$ cat src/rtl/mips_run_ctrl_if.sv
// Run-control bus between the sequencer and the core/board environment.
// The master modport is the sequencer side: it samples the core status
// inputs and drives reset, clock enable and run status.
interface mips_run_ctrl_if #(
    parameter int NCH   = 2,
    parameter int CNT_W = 32
);
    logic             step_mode;
    logic             step_req;
    logic             halt_in;
    logic             retire;
    logic [NCH-1:0]   core_rst;
    logic             core_en;
    logic [CNT_W-1:0] cycle_cnt;
    logic [1:0]       state;
    logic             done;
    logic             wdog_trip;

    modport master (
        input  step_mode, step_req, halt_in, retire,
        output core_rst, core_en, cycle_cnt, state, done, wdog_trip
    );

    modport slave (
        output step_mode, step_req, halt_in, retire,
        input  core_rst, core_en, cycle_cnt, state, done, wdog_trip
    );
endinterface

$ cat src/rtl/mips_run_ctrl.sv
// Run-control and reset sequencer for the pipelined MIPS core.
// After the board reset is removed, the core reset channels are released
// one by one. The block then gates the core with a clock enable, in either
// free-run or single-step mode. It counts enabled cycles, saturating at
// the top of the counter, and stops for good when the core reports a halt.
// Optional watchdog: define MIPS_RUN_CTRL_WDOG_EN to halt the core after
// WDOG enabled cycles with no retired instruction.
module mips_run_ctrl #(
    parameter int NCH     = 2,
    parameter int HOLD    = 4,
    parameter int STAGGER = 1,
    parameter int CNT_W   = 32,
    parameter int WDOG    = 1000
) (
    input  logic               clk,
    input  logic               rst,
    mips_run_ctrl_if.master    bus
);

    typedef enum logic [1:0] {
        S_HOLD    = 2'b00,
        S_RELEASE = 2'b01,
        S_RUN     = 2'b10,
        S_HALT    = 2'b11
    } state_e;

    // Edge (counted from reset removal) at which the last channel releases.
    localparam int LAST_EDGE = HOLD + (NCH - 1) * STAGGER;
    // Wide enough to hold LAST_EDGE+1, the edge that enters RUN.
    localparam int SEQ_W     = $clog2(LAST_EDGE + 2);

    state_e             state_q, state_d;
    logic [NCH-1:0]     core_rst_q, core_rst_d;
    logic               core_en_q, core_en_d;
    logic [CNT_W-1:0]   cnt_q, cnt_d;
    logic               done_q, done_d;
    logic [SEQ_W-1:0]   seq_q, seq_d;
    logic               step_prev_q, step_prev_d;
    logic               halt_take;
    logic               wd_expire;
    int                 edge_n;

    // Saturating increment: the counter sticks at all ones.
    function automatic logic [CNT_W-1:0] sat_inc(input logic [CNT_W-1:0] v);
        if (&v)
            return v;
        return v + CNT_W'(1);
    endfunction

    // A halt only counts in a cycle where the core was actually enabled.
    assign halt_take = core_en_q & bus.halt_in;
    // Number of the edge that is about to occur, counted from reset removal.
    assign edge_n    = int'(seq_q) + 1;

`ifdef MIPS_RUN_CTRL_WDOG_EN
    localparam int WD_W = $clog2(WDOG + 1);

    logic [WD_W-1:0] wd_q, wd_d;
    logic            wtrip_q;

    // The watchdog expires on the edge where the idle count reaches WDOG.
    assign wd_expire = core_en_q && !bus.retire && (wd_q == WD_W'(WDOG - 1));

    // Idle-cycle count: advances on enabled cycles, cleared by any retire.
    always_comb begin
        wd_d = wd_q;
        if (core_en_q)
            wd_d = bus.retire ? '0 : wd_q + WD_W'(1);
    end

    // Watchdog registers. A coincident halt_in takes priority over the trip flag.
    always_ff @(posedge clk or posedge rst) begin
        if (rst) begin
            wd_q    <= '0;
            wtrip_q <= 1'b0;
        end else begin
            wd_q <= wd_d;
            if (wd_expire && !halt_take)
                wtrip_q <= 1'b1;
        end
    end

    assign bus.wdog_trip = wtrip_q;
`else
    logic unused_wdog;

    assign wd_expire     = 1'b0;
    assign bus.wdog_trip = 1'b0;
    // retire and WDOG only matter to the watchdog.
    assign unused_wdog   = bus.retire ^ (WDOG > 0);
`endif

    // Next-state logic: reset release sequence, run gating and halt.
    always_comb begin
        state_d     = state_q;
        core_rst_d  = core_rst_q;
        core_en_d   = 1'b0;
        cnt_d       = core_en_q ? sat_inc(cnt_q) : cnt_q;
        done_d      = done_q;
        seq_d       = seq_q;
        step_prev_d = 1'b0;

        case (state_q)
            S_HOLD: begin
                seq_d = seq_q + SEQ_W'(1);
                if (edge_n >= HOLD) begin
                    core_rst_d[0] = 1'b0;
                    state_d       = S_RELEASE;
                end
            end

            S_RELEASE: begin
                seq_d = seq_q + SEQ_W'(1);
                for (int i = 0; i < NCH; i++) begin
                    if (edge_n >= HOLD + i * STAGGER)
                        core_rst_d[i] = 1'b0;
                end
                if (edge_n > LAST_EDGE) begin
                    // This is the first RUN edge. The step detector's history
                    // is still clear here, so a step_req already high at this
                    // edge gives a step pulse.
                    state_d     = S_RUN;
                    core_en_d   = bus.step_mode ? bus.step_req : 1'b1;
                    step_prev_d = bus.step_req;
                end
            end

            S_RUN: begin
                step_prev_d = bus.step_req;
                if (halt_take) begin
                    state_d = S_HALT;
                    done_d  = 1'b1;
                end else if (wd_expire) begin
                    state_d = S_HALT;
                    done_d  = 1'b1;
                end else if (bus.step_mode) begin
                    core_en_d = bus.step_req & ~step_prev_q;
                end else begin
                    core_en_d = 1'b1;
                end
            end

            default: begin
                // HALT is terminal: everything holds until rst.
                cnt_d = cnt_q;
            end
        endcase
    end

    // Control registers, all cleared asynchronously by rst.
    always_ff @(posedge clk or posedge rst) begin
        if (rst) begin
            state_q     <= S_HOLD;
            core_rst_q  <= '1;
            core_en_q   <= 1'b0;
            cnt_q       <= '0;
            done_q      <= 1'b0;
            seq_q       <= '0;
            step_prev_q <= 1'b0;
        end else begin
            state_q     <= state_d;
            core_rst_q  <= core_rst_d;
            core_en_q   <= core_en_d;
            cnt_q       <= cnt_d;
            done_q      <= done_d;
            seq_q       <= seq_d;
            step_prev_q <= step_prev_d;
        end
    end

    assign bus.state     = state_q;
    assign bus.core_rst  = core_rst_q;
    assign bus.core_en   = core_en_q;
    assign bus.cycle_cnt = cnt_q;
    assign bus.done      = done_q;

endmodule
$ cat src/flat_wrapper.sv
// flat-port wrapper written by rule: the top's interface ports become plain ports
module mips_run_ctrl_flat 
#(
    parameter int NCH     = 2,
    parameter int HOLD    = 4,
    parameter int STAGGER = 1,
    parameter int CNT_W   = 32,
    parameter int WDOG    = 1000
)
  (clk, rst, bus_step_mode, bus_step_req, bus_halt_in, bus_retire, bus_core_rst, bus_core_en, bus_cycle_cnt, bus_state, bus_done, bus_wdog_trip);
  mips_run_ctrl_if #(.NCH(NCH), .CNT_W(CNT_W)) bus_i ();
  input  logic clk;
  input  logic rst;
  input wire logic [$bits(bus_i.step_mode)-1:0] bus_step_mode;
  input wire logic [$bits(bus_i.step_req)-1:0] bus_step_req;
  input wire logic [$bits(bus_i.halt_in)-1:0] bus_halt_in;
  input wire logic [$bits(bus_i.retire)-1:0] bus_retire;
  output wire logic [$bits(bus_i.core_rst)-1:0] bus_core_rst;
  output wire logic [$bits(bus_i.core_en)-1:0] bus_core_en;
  output wire logic [$bits(bus_i.cycle_cnt)-1:0] bus_cycle_cnt;
  output wire logic [$bits(bus_i.state)-1:0] bus_state;
  output wire logic [$bits(bus_i.done)-1:0] bus_done;
  output wire logic [$bits(bus_i.wdog_trip)-1:0] bus_wdog_trip;
  assign bus_i.step_mode = bus_step_mode;
  assign bus_i.step_req = bus_step_req;
  assign bus_i.halt_in = bus_halt_in;
  assign bus_i.retire = bus_retire;
  assign bus_core_rst = bus_i.core_rst;
  assign bus_core_en = bus_i.core_en;
  assign bus_cycle_cnt = bus_i.cycle_cnt;
  assign bus_state = bus_i.state;
  assign bus_done = bus_i.done;
  assign bus_wdog_trip = bus_i.wdog_trip;
  mips_run_ctrl #(.NCH(NCH), .HOLD(HOLD), .STAGGER(STAGGER), .CNT_W(CNT_W), .WDOG(WDOG)) u_core (.clk(clk), .rst(rst), .bus(bus_i));
endmodule
$ cat config.mk
export PLATFORM = sky130hd
export DESIGN_NAME = mips_run_ctrl_flat
export DESIGN_NICKNAME = d
export VERILOG_FILES = /design/src/rtl/mips_run_ctrl_if.sv /design/src/rtl/mips_run_ctrl.sv /design/src/flat_wrapper.sv
export SDC_FILE = /design/constraint.sdc
export NUM_CORES = 1
export LEC_CHECK = 0
export CAP_MARGIN = 20
export CORE_MARGIN = 2
export CORE_UTILIZATION = 40
export CTS_BUF_LIST = sky130_fd_sc_hd__clkbuf_4 sky130_fd_sc_hd__clkbuf_8
export DETAILED_ROUTE_END_ITERATION = 16
export PLACE_DENSITY = 0.68
export SLEW_MARGIN = 20
export SYNTH_ARGS = -nofsm -noshare
export SYNTH_HDL_FRONTEND = slang
export SYNTH_SLANG_ARGS = --single-unit
$ cat constraint.sdc
create_clock -name clk -period 2.1 [get_ports clk]
set_input_delay 0.42 -clock clk [delete_from_list [all_inputs] [get_ports clk]]
set_output_delay 0.42 -clock clk [all_outputs]
set_load 0.05 [all_outputs]
==> impl_metrics.env, run 1 <==
export IMPL_p_per_area_nw_per_um2=961
export IMPL_placed_cell_area_um2=2770
export IMPL_core_um2=5140
export IMPL_grt_pass1_vias=1595
export IMPL_die_w_um=77.1
export IMPL_cp_required_ns=1.68
export IMPL_io_pins=45
export IMPL_drc=0
export IMPL_clock_latency_ns=0.29
export IMPL_synth_fp_nets=220
export IMPL_clk_pin_slew_ns=0.08
export IMPL_r2r_setup_slack_ns=0.13
export IMPL_use_met3_pct=4.12
export IMPL_synth_edf_count=0
export IMPL_antenna_found_initial=0
export IMPL_period_share_pct=95.9
export IMPL_die_h_um=77.1
export IMPL_cts_root_buf="clkbuf_8"
export IMPL_internal_power_mw=1.75
export IMPL_p_switching_mw=1.04
export IMPL_hold_class="reg2reg"
export IMPL_fill_cells=479
export IMPL_cts_buffers=5
export IMPL_grt_overflow=0
export IMPL_setup_viol=0
export IMPL_fmax_mhz=496
export IMPL_skew_ns=0.0137
export IMPL_clk_path_buf_depth=2
export IMPL_synth_flop_cell="dfrtp_1"
export IMPL_fin_tns_setup_ns=0
export IMPL_finalNonFillerCells=337
export IMPL_endpoint_kind="output port"
export IMPL_reg2reg_to="u_core.bus.cycle_cnt[1]"
export IMPL_slew_headroom_pct=66.4
export IMPL_num_rows=26
export IMPL_hold_path_depth=1
export IMPL_ys_seq_elements=42
export IMPL_r2r_start="u_core.bus.cycle_cnt[1]"
export IMPL_cp_arrival_ns=1.59
export IMPL_grt_max_degree=24
export IMPL_grt_util_met1_pct=21.9
export IMPL_placed_cells=328
export IMPL_track_usage_pct=16.2
export IMPL_vias=1696
export IMPL_synth_area_um2=2140
export IMPL_syn2layout_area_growth_pct=35.5
export IMPL_antenna_left=0
export IMPL_dieArea_um2=5950
export IMPL_start_kind="flip-flop"
export IMPL_synth_common_cells="40 x dfrtp_1, 26 x xor2_1, 23 x nand2_1, 16 x nand3_1, 14 x nor3_1"
export IMPL_worst_path_max_fanout=5
export IMPL_place_ws_ns=0.0844
export IMPL_vdd_drop_max_v=0.000835
export IMPL_swShare_pct=37.2
export IMPL_setup_worst_path_start="u_core.bus.cycle_cnt[20]"
export IMPL_drive_gt1_share_pct=21.3
export IMPL_combPwrFrac_pct=38.3
export IMPL_critPathKind="reg2out"
export IMPL_wl_per_cell_um=13.2
export IMPL_status="complete, no violations"
export IMPL_portBuffers=42
export IMPL_cts_sinks=42
export IMPL_h_tree_depth=2
export IMPL_hold_viol_final=0
export IMPL_ys_warn_count=0
export IMPL_final_nets=280
export IMPL_tritoncts="built"
export IMPL_worstRegToRegCells=6
export IMPL_synth_area_per_cell_um2=10.4
export IMPL_fin_area_um2=2900
export IMPL_drt_pass1_iter_count=4
export IMPL_wirelength_um=4440
export IMPL_synth_top_area_cell="dfrtp_1"
export IMPL_grt_busiest_layer="met2"
export IMPL_yosysMostFrequentCell="dfrtp_1"
export IMPL_synth_top_cell_area_share_pct=46.8
export IMPL_vias_per_cell=5.03
export IMPL_clkPwrFrac_pct=23.3
export IMPL_grt_first_pass_wirelength_um=7740
export IMPL_pwr_share_seq_pct=38.4
export IMPL_crit_end="bus_cycle_cnt[20]"
export IMPL_setup_slack_ns=0.0859
export IMPL_globalplace_congestion=0.770
export IMPL_start_util_pct=41.6
export IMPL_synthTopCellsByArea="dfrtp_1 47%, xor2_1 11%, ha_1 4.7%"
export IMPL_worst_pin_slew_ns=0.502
export IMPL_drv_cap=0
export IMPL_synth_yosys_seq_area_share_pct=49.3
export IMPL_drt_initial_drc_count=40
export IMPL_met2_usage_pct=25.9
export IMPL_p_leak_nw=1.31
export IMPL_finalCriticalPeriod_ns=2.01
export IMPL_antennaDiodeCount=0
export IMPL_slew_violations=0
export IMPL_syn_inst=206
export IMPL_hp_start="u_core.bus.core_rst[0]"
export IMPL_rsz0062_at_grt="false"
export IMPL_ys_types=37
export IMPL_hpwl_um=3350
export IMPL_synth_async_reset_ratio_pct=100
==> placed cells by master, fill, tap and decap left out, types with 7 or more instances in the layout <==
cell / n
xnor2_1: 7
nand3_1: 16
nand2_1: 23
xor2_1: 26
buf_4: 18
nor3_1: 14
dfrtp_1: 21
nor4_1: 11
dfrtp_2: 19
ha_1: 7
inv_1: 8
clkdlybuf4s50_1: 39
nor2_1: 8
==> per-layer routing <==
layer | wire length (um) | vias to the layer above
li1 | - | 838
met1 | 2090 | 818
met2 | 2140 | 35
met3 | 179 | 5
met4 | 42 | 0
met5 | 0 | -
==> power groups by stage <==
stage | clock network (mW) | logic (mW) | registers [mW]
2_1_floorplan | 0 | 0.532 | 1.33
3_3_place_gp | 0 | 1.05 | 1.09
3_5_place_dp | 0 | 1.07 | 1.09
4_1_cts | 0.660 | 1.08 | 1.07
5_1_grt | 0.695 | 1.17 | 1.09
6_report | 0.648 | 1.07 | 1.07
==> stage by stage <==
step	utilization [%]	hold slack (ns)	power, mW
finish	56.4	0.477	2.79
global route	56.4	0.491	2.96
CTS	56.2	0.478	2.81
detailed placement	53.9	0.461	2.16
global placement	53.9	0.451	2.14
floorplan	-	0.493	1.86
==> final cells by class <==
class | instances | area [um^2] | share of cell area (%)
flip-flops and latches | 42 | 1080 | 37.2
multi-input cells | 151 | 1050 | 36.3
repair buffers | 58 | 537 | 18.5
well taps | 70 | 87.6 | 3.02
clock buffers | 7 | 83.8 | 2.89
clock inverters | 1 | 30.0 | 1.04
inverters | 8 | 30.0 | 1.04
==> repair_timing <==
action | 4_1_cts | 5_1_grt
endpoints found under the hold margin | 0 | 0
buffers inserted | 0 | 1
gates resized for setup | 0 | 1
hold buffers | 0 | 0
setup endpoints to repair | 0 | 17
==> critical path, stage by stage (launching register included) <==
cell	delay, ns
dfrtp_1	0.36
buf_4	0.14
clkdlybuf4s50_1	0.80
==> state kept, by name, indices dropped and copies added (netlist names) <==
| name | flops |
|---|---|
| u_core.bus.core_rst | 2 |
| u_core.bus.core_en | 1 |
| u_core.bus.done | 1 |
| u_core.bus.cycle_cnt | 32 |
| u_core.bus.state | 2 |
| u_core.seq_q | 3 |
| u_core.step_prev_q | 1 |
==> logic make-up (layout without fill, tap and decap cells) <==
kind of cell,after synthesis,count (layout),synth area share [%]
muxes,4,4,2.05
and+or+nand+nor,92,92,23.1
buffers and inverters,13,74,3.04
DFF,42,42,49.3
xor gates and xnor gates,33,33,13.5
other,1,1,0.175
adders and majority gates,8,8,4.68
AOI/OAI and AO/OA,13,13,4.21
==> worst min path at each step <==
stage / end / slack, ns
6_report: u_core.bus.core_rst[0] / 0.48
5_1_grt: u_core.bus.core_rst[0] / 0.49
4_1_cts: u_core.bus.cycle_cnt[8] / 0.48
3_5_place_dp: u_core.bus.done / 0.46
3_3_place_gp: u_core.bus.core_rst[0] / 0.45
2_1_floorplan: u_core.seq_q[0] / 0.49
Note: power is estimated with default switching activity, not from simulation.
==> inputs of run 2 (changes only) <==
--- a/config.mk
+++ b/config.mk
@@ -9,6 +9,5 @@
 export CORE_MARGIN = 2
-export CORE_UTILIZATION = 40
+export CORE_UTILIZATION = 25
 export CTS_BUF_LIST = sky130_fd_sc_hd__clkbuf_4 sky130_fd_sc_hd__clkbuf_8
 export DETAILED_ROUTE_END_ITERATION = 16
-export PLACE_DENSITY = 0.68
 export SLEW_MARGIN = 20
==> constraint.sdc (replaced) <==
create_clock -name clk -period 1.85 [get_ports clk]
set_input_delay 0.37 -clock clk [delete_from_list [all_inputs] [get_ports clk]]
set_output_delay 0.37 -clock clk [all_outputs]
set_load 0.1 [all_outputs]
==> run 2 against run 1 <==
The run now ends with setup timing left. Routed wire length increased by 17%. Sequential power increased by 13%. Global-route usage shrank 3.8 points. Cell area rose by 35%. Clock skew fell by 0.0083 ns. Non-clock buffer count grew 44. Critical path type is now reg2reg. Largest power group is now combinational logic.
==> impl_metrics.env, run 2 (synthesis gave the netlist of run 1 again) <==
export IMPL_finalCriticalPeriod_ns=1.97
export IMPL_track_usage_pct=12.4
export IMPL_num_rows=33
export IMPL_rsz0062_at_grt="true"
export IMPL_die_w_um=96.5
export IMPL_reg2reg_to="u_core.bus.cycle_cnt[1]"
export IMPL_start_util_pct=25.9
export IMPL_worstRegToRegCells=7
export IMPL_die_h_um=96.5
export IMPL_grt_overflow=0
export IMPL_vias_per_cell=4.42
export IMPL_vias=1839
export IMPL_p_per_area_nw_per_um2=992
export IMPL_cp_arrival_ns=2.15
export IMPL_antenna_found_initial=0
export IMPL_globalplace_congestion=0.780
export IMPL_start_kind="flip-flop"
export IMPL_fmax_mhz=508
export IMPL_status="finished with violations"
export IMPL_antenna_left=0
export IMPL_finalNonFillerCells=416
export IMPL_critPathKind="reg2reg"
export IMPL_r2r_start="u_core.bus.cycle_cnt[1]"
export IMPL_cts_sinks=42
export IMPL_fill_cells=748
export IMPL_tritoncts="built"
export IMPL_setup_viol=23
export IMPL_violations="setup timing"
export IMPL_multi_input_area_um2=1230
export IMPL_vdd_drop_max_v=0.00136
export IMPL_grt_first_pass_wirelength_um=8830
export IMPL_cp_required_ns=2.03
export IMPL_clk_pin_slew_ns=0.08
export IMPL_clk_path_buf_depth=2
export IMPL_h_tree_depth=2
export IMPL_grt_max_degree=31
export IMPL_path_cells="ha_4, nand4_4, or4_4, nor3_4, buf_12, nand2b_4, mux2_4"
export IMPL_cts_root_buf="clkbuf_8"
export IMPL_skew_ns=0.00540
export IMPL_hpwl_um=3910
export IMPL_hold_class="in2async"
export IMPL_ff_latch_area_um2=1140
export IMPL_clock_latency_ns=0.29
export IMPL_dieArea_um2=9310
export IMPL_crit_end="u_core.bus.cycle_cnt[1]"
export IMPL_drt_initial_drc_count=66
export IMPL_finalPower_mw=3.89
export IMPL_core_um2=8260
export IMPL_largest_reg_flops=32
export IMPL_grt_pass1_vias=1880
export IMPL_setup_slack_ns=-0.119
export IMPL_critPathSlowestCell="or4_4"
export IMPL_layout_common_cells="53 x buf_4, 40 x buf_12, 26 x xor2_1"
export IMPL_wirelength_um=5180
export IMPL_period_share_pct=106
export IMPL_p_leak_nw=1.71
export IMPL_drive_gt1_share_pct=54.3
export IMPL_wl_per_cell_um=12.4
export IMPL_cts_buffers=5
export IMPL_crit_path_max_incr_delay_ns=0.45
export IMPL_slew_violations=0
export IMPL_final_nets=324
export IMPL_endpoint_kind="flip-flop"
export IMPL_place_ws_ns=-0.207
export IMPL_hold_viol_final=0
export IMPL_r2r_setup_slack_ns=-0.12
export IMPL_final_common_cell="buf_4"
export IMPL_placed_cells=402
export IMPL_worst_path_max_fanout=6
export IMPL_drv_cap=0
export IMPL_drt_pass1_iter_count=4
export IMPL_setup_worst_path_start="u_core.bus.cycle_cnt[1]"
export IMPL_portBuffers=42
export IMPL_drc=0
export IMPL_io_pins=45
export IMPL_syn2layout_area_growth_pct=83.4
export IMPL_antennaDiodeCount=0
run 2: cell count changes in the layout (fill, tap and decap cells not counted), moves of 5 or more:
cell	change
buf_12	+40
buf_4	+35
clkdlybuf4s50_1	-35
dfrtp_1	-14
dfrtp_2	-5
dfrtp_4	+19
nor3_1	-6
nor3_2	+5
nor4_1	-8
nor4_4	+7
run 2: worst max-delay path, delay by kind of cell (launching register included):
family / cells / cell delay, ns
adder cells (fa/ha/maj): 1 / 0.15
multiplexers: 1 / 0.29
buffers and inverters: 1 / 0.14
AND/OR/NAND/NOR: 4 / 0.84
flip-flops: 1 / 0.43
run 2: area by class of cell:
class	count	share of cell area [%]
clock buffers	8	2.49
inverters	8	0.766
multi-input cells	151	31.4
flip-flops and latches	42	29.1
well taps	105	3.35
repair buffers	102	32.9
run 2: through the flow:
stage | hold slack (ns) | util, % | cell area, um^2 | TNS (ns)
4_1_cts | 0.396 | 46.9 | 3870 | -2.59
2_1_floorplan | 0.487 | - | 2390 | -8.35
3_3_place_gp | 0.471 | 44.9 | 3710 | -3.02
6_report | 0.386 | 47.5 | 3920 | -1.19
3_5_place_dp | 0.475 | 44.9 | 3710 | -3.11
5_1_grt | 0.411 | 47.5 | 3920 | -3.47
run 2: how the worst min path moves through the flow:
stage / startpoint / endpoint / slack, ns / depth (start not counted)
6_report: rst / u_core.seq_q[0] / 0.39 / 3
5_1_grt: rst / u_core.seq_q[0] / 0.41 / 3
4_1_cts: rst / u_core.seq_q[0] / 0.40 / 3
3_5_place_dp: u_core.bus.core_rst[0] / u_core.bus.core_rst[0] / 0.48 / 1
3_3_place_gp: u_core.bus.core_rst[0] / u_core.bus.core_rst[0] / 0.47 / 1
2_1_floorplan: bus_step_req / u_core.step_prev_q / 0.49 / 2
run 2: metal layers:
| metal | routed length [um] | vias to the layer above | global-route usage [%] |
|---|---|---|---|
| met3 | 170 | 6 | 3.10 |
| met5 | 0 | - | 0 |
| met1 | 2270 | 881 | 15.4 |
| li1 | - | 926 | - |
| met2 | 2670 | 26 | 21.1 |
| met4 | 71 | 0 | 3.99 |
run 2: where the power goes:
part	total (mW)	internal (mW)	switching (mW)
sequential	1.21	1.08	0.129
combinational	2.04	0.844	1.20
clock	0.640	0.334	0.306
run 2: what timing repair did:
| action | 4_1_cts | 5_1_grt |
|---|---|---|
| gates resized for setup | 4 | 10 |
| gates cloned | 1 | 0 |
| hold buffers | 0 | 0 |
| setup buffers | 5 | 1 |
| endpoints found under the hold margin | 0 | 0 |
| pin swaps | 4 | 3 |
| endpoints found under the setup margin | 26 | 32 |
==> inputs of run 3 (changes only) <==
- CORE_ASPECT_RATIO: default -> 0.5
- REMOVE_ABC_BUFFERS: default -> 1
==> run 3 against run 2 <==
The flow still finishes with violations (setup timing). Clock skew up 0.0058 ns. Clock-buffer cell count fell by 2. Setup slack gained 0.099 ns. Critical path type unchanged. Largest power group unchanged.
==> impl_metrics.env, run 3 (synthesis gave the netlist of run 1 again) <==
export IMPL_layout_common_cells="49 x buf_4, 40 x dfrtp_1, 39 x buf_12"
export IMPL_cts_buffers=5
export IMPL_utilization_pct=44.8
export IMPL_setup_viol=4
export IMPL_final_common_cell="buf_4"
export IMPL_antennaDiodeCount=0
export IMPL_vias_per_cell=4.52
export IMPL_grt_pass1_vias=1946
export IMPL_period_share_pct=101
export IMPL_endpoint_kind="flip-flop"
export IMPL_final_nets=315
export IMPL_finalPower_mw=3.72
export IMPL_rsz0062_at_grt="true"
export IMPL_wl_per_cell_um=13.3
export IMPL_largest_reg_flops=32
export IMPL_hold_viol_final=0
export IMPL_antenna_found_initial=0
export IMPL_p_per_area_nw_per_um2=1020
export IMPL_grt_overflow=0
export IMPL_multi_input_area_um2=1140
export IMPL_skew_ns=0.0112
export IMPL_vias=1872
export IMPL_start_kind="flip-flop"
export IMPL_fill_cells=757
export IMPL_wirelength_um=5500
export IMPL_finalCriticalPeriod_ns=1.87
export IMPL_hpwl_um=4050
export IMPL_num_rows=23
export IMPL_critPathKind="reg2reg"
export IMPL_dieArea_um2=9350
export IMPL_h_tree_depth=2
export IMPL_syn2layout_area_growth_pct=70.5
export IMPL_portBuffers=42
export IMPL_grt_max_degree=43
export IMPL_cts_root_buf="clkbuf_8"
export IMPL_cts_sinks=42
export IMPL_status="finished with violations"
export IMPL_drt_initial_drc_count=112
export IMPL_setup_slack_ns=-0.0201
export IMPL_track_usage_pct=12.1
export IMPL_clock_latency_ns=0.30
export IMPL_grt_first_pass_wirelength_um=9210
export IMPL_io_pins=45
export IMPL_core_um2=8140
export IMPL_worst_path_max_fanout=7
export IMPL_hold_buffers=0
export IMPL_antenna_left=0
export IMPL_clk_pin_slew_ns=0.08
export IMPL_fmax_mhz=535
export IMPL_cp_required_ns=2.02
export IMPL_die_w_um=135
export IMPL_drive_gt1_share_pct=40.1
export IMPL_cp_arrival_ns=2.04
export IMPL_slew_violations=0
export IMPL_start_util_pct=26.3
export IMPL_p_leak_nw=1.71
export IMPL_ff_latch_area_um2=1050
export IMPL_globalplace_congestion=0.779
export IMPL_violations="setup timing"
export IMPL_hold_class="in2async"
export IMPL_vdd_drop_max_v=0.000669
export IMPL_tritoncts="built"
export IMPL_drt_pass1_iter_count=4
export IMPL_worstRegToRegCells=7
export IMPL_drv_cap=0
export IMPL_clk_path_buf_depth=2
export IMPL_drc=0
export IMPL_die_h_um=69.4
==> run 3: changes by cell type in the layout (fill, tap and decap cells not counted), sizes merged <==
cell	previous run	this run
clkinv	0	2
clkbuf	8	6
buf	98	89
==> run 3: critical path: stages, from the launching register on <==
cell and delay [ns]:
dfrtp_1 0.36, ha_2 0.19, nand4_2 0.09, or4_4 0.44, nor3_4 0.20, buf_4 0.24, nor4_1 0.08, xor2_1 0.14
==> run 3: final timing paths <==
path | startpoint | end | slack [ns]
max | u_core.bus.cycle_cnt[0] | u_core.bus.cycle_cnt[21] | -0.02
min in group clk | u_core.bus.core_rst[0] | u_core.bus.core_rst[0] | 0.48
min reg2reg | u_core.bus.core_rst[0] | u_core.bus.core_rst[0] | 0.48
min | rst | u_core.bus.cycle_cnt[18] | 0.42
max reg2reg | u_core.bus.cycle_cnt[0] | u_core.bus.cycle_cnt[21] | -0.02
max in group asynchronous | rst | u_core.bus.core_rst[1] | 1.17
==> run 3: where the power goes <==
group / switching [mW] / leakage (nW) / internal [mW]
Combinational: 1.18 / 1.11 / 0.779
Clock: 0.322 / 0.0484 / 0.277
Sequential: 0.118 / 0.557 / 1.05
Total: 1.62 / 1.71 / 2.11
==> run 3: through the flow <==
step / instance area, um^2 / setup WS [ns] / std cells / TNS, ns / hold slack [ns]
after global placement: 3430 / -0.204 / 405 / -3.73 / 0.471
after CTS: 3600 / -0.0114 / 414 / -0.0114 / 0.430
after global routing: 3650 / -0.131 / 414 / -2.02 / 0.444
final: 3650 / -0.0201 / 414 / -0.0388 / 0.418
after detailed placement: 3430 / -0.213 / 405 / -4.07 / 0.471
after floorplan: 2100 / -1.42 / 201 / -34.73 / 0.487
==> run 3: per-layer routing <==
metal	GRT usage, %	vias to the layer above	part of all wire, %
met2	20.8	27	53
met3	2.85	9	3.1
met1	14.8	931	42
met4	4.68	0	1.3
met5	0	-	0
li1	-	905	-
==> run 3: timing repair <==
action / 4_1_cts / 5_1_grt
pin swaps: 5 / 2
resized for setup: 14 / 8
setup endpoints to repair: 29 / 28
setup buffers: 1 / 0
==> run 3: final cells by class <==
class | count | area share, %
clock buffers | 6 | 2.09
clock inverters | 2 | 0.275
inverters | 8 | 0.824
multi-input cells | 151 | 31.2
flip-flops and latches | 42 | 28.9
well taps | 112 | 3.84
repair buffers | 93 | 32.9
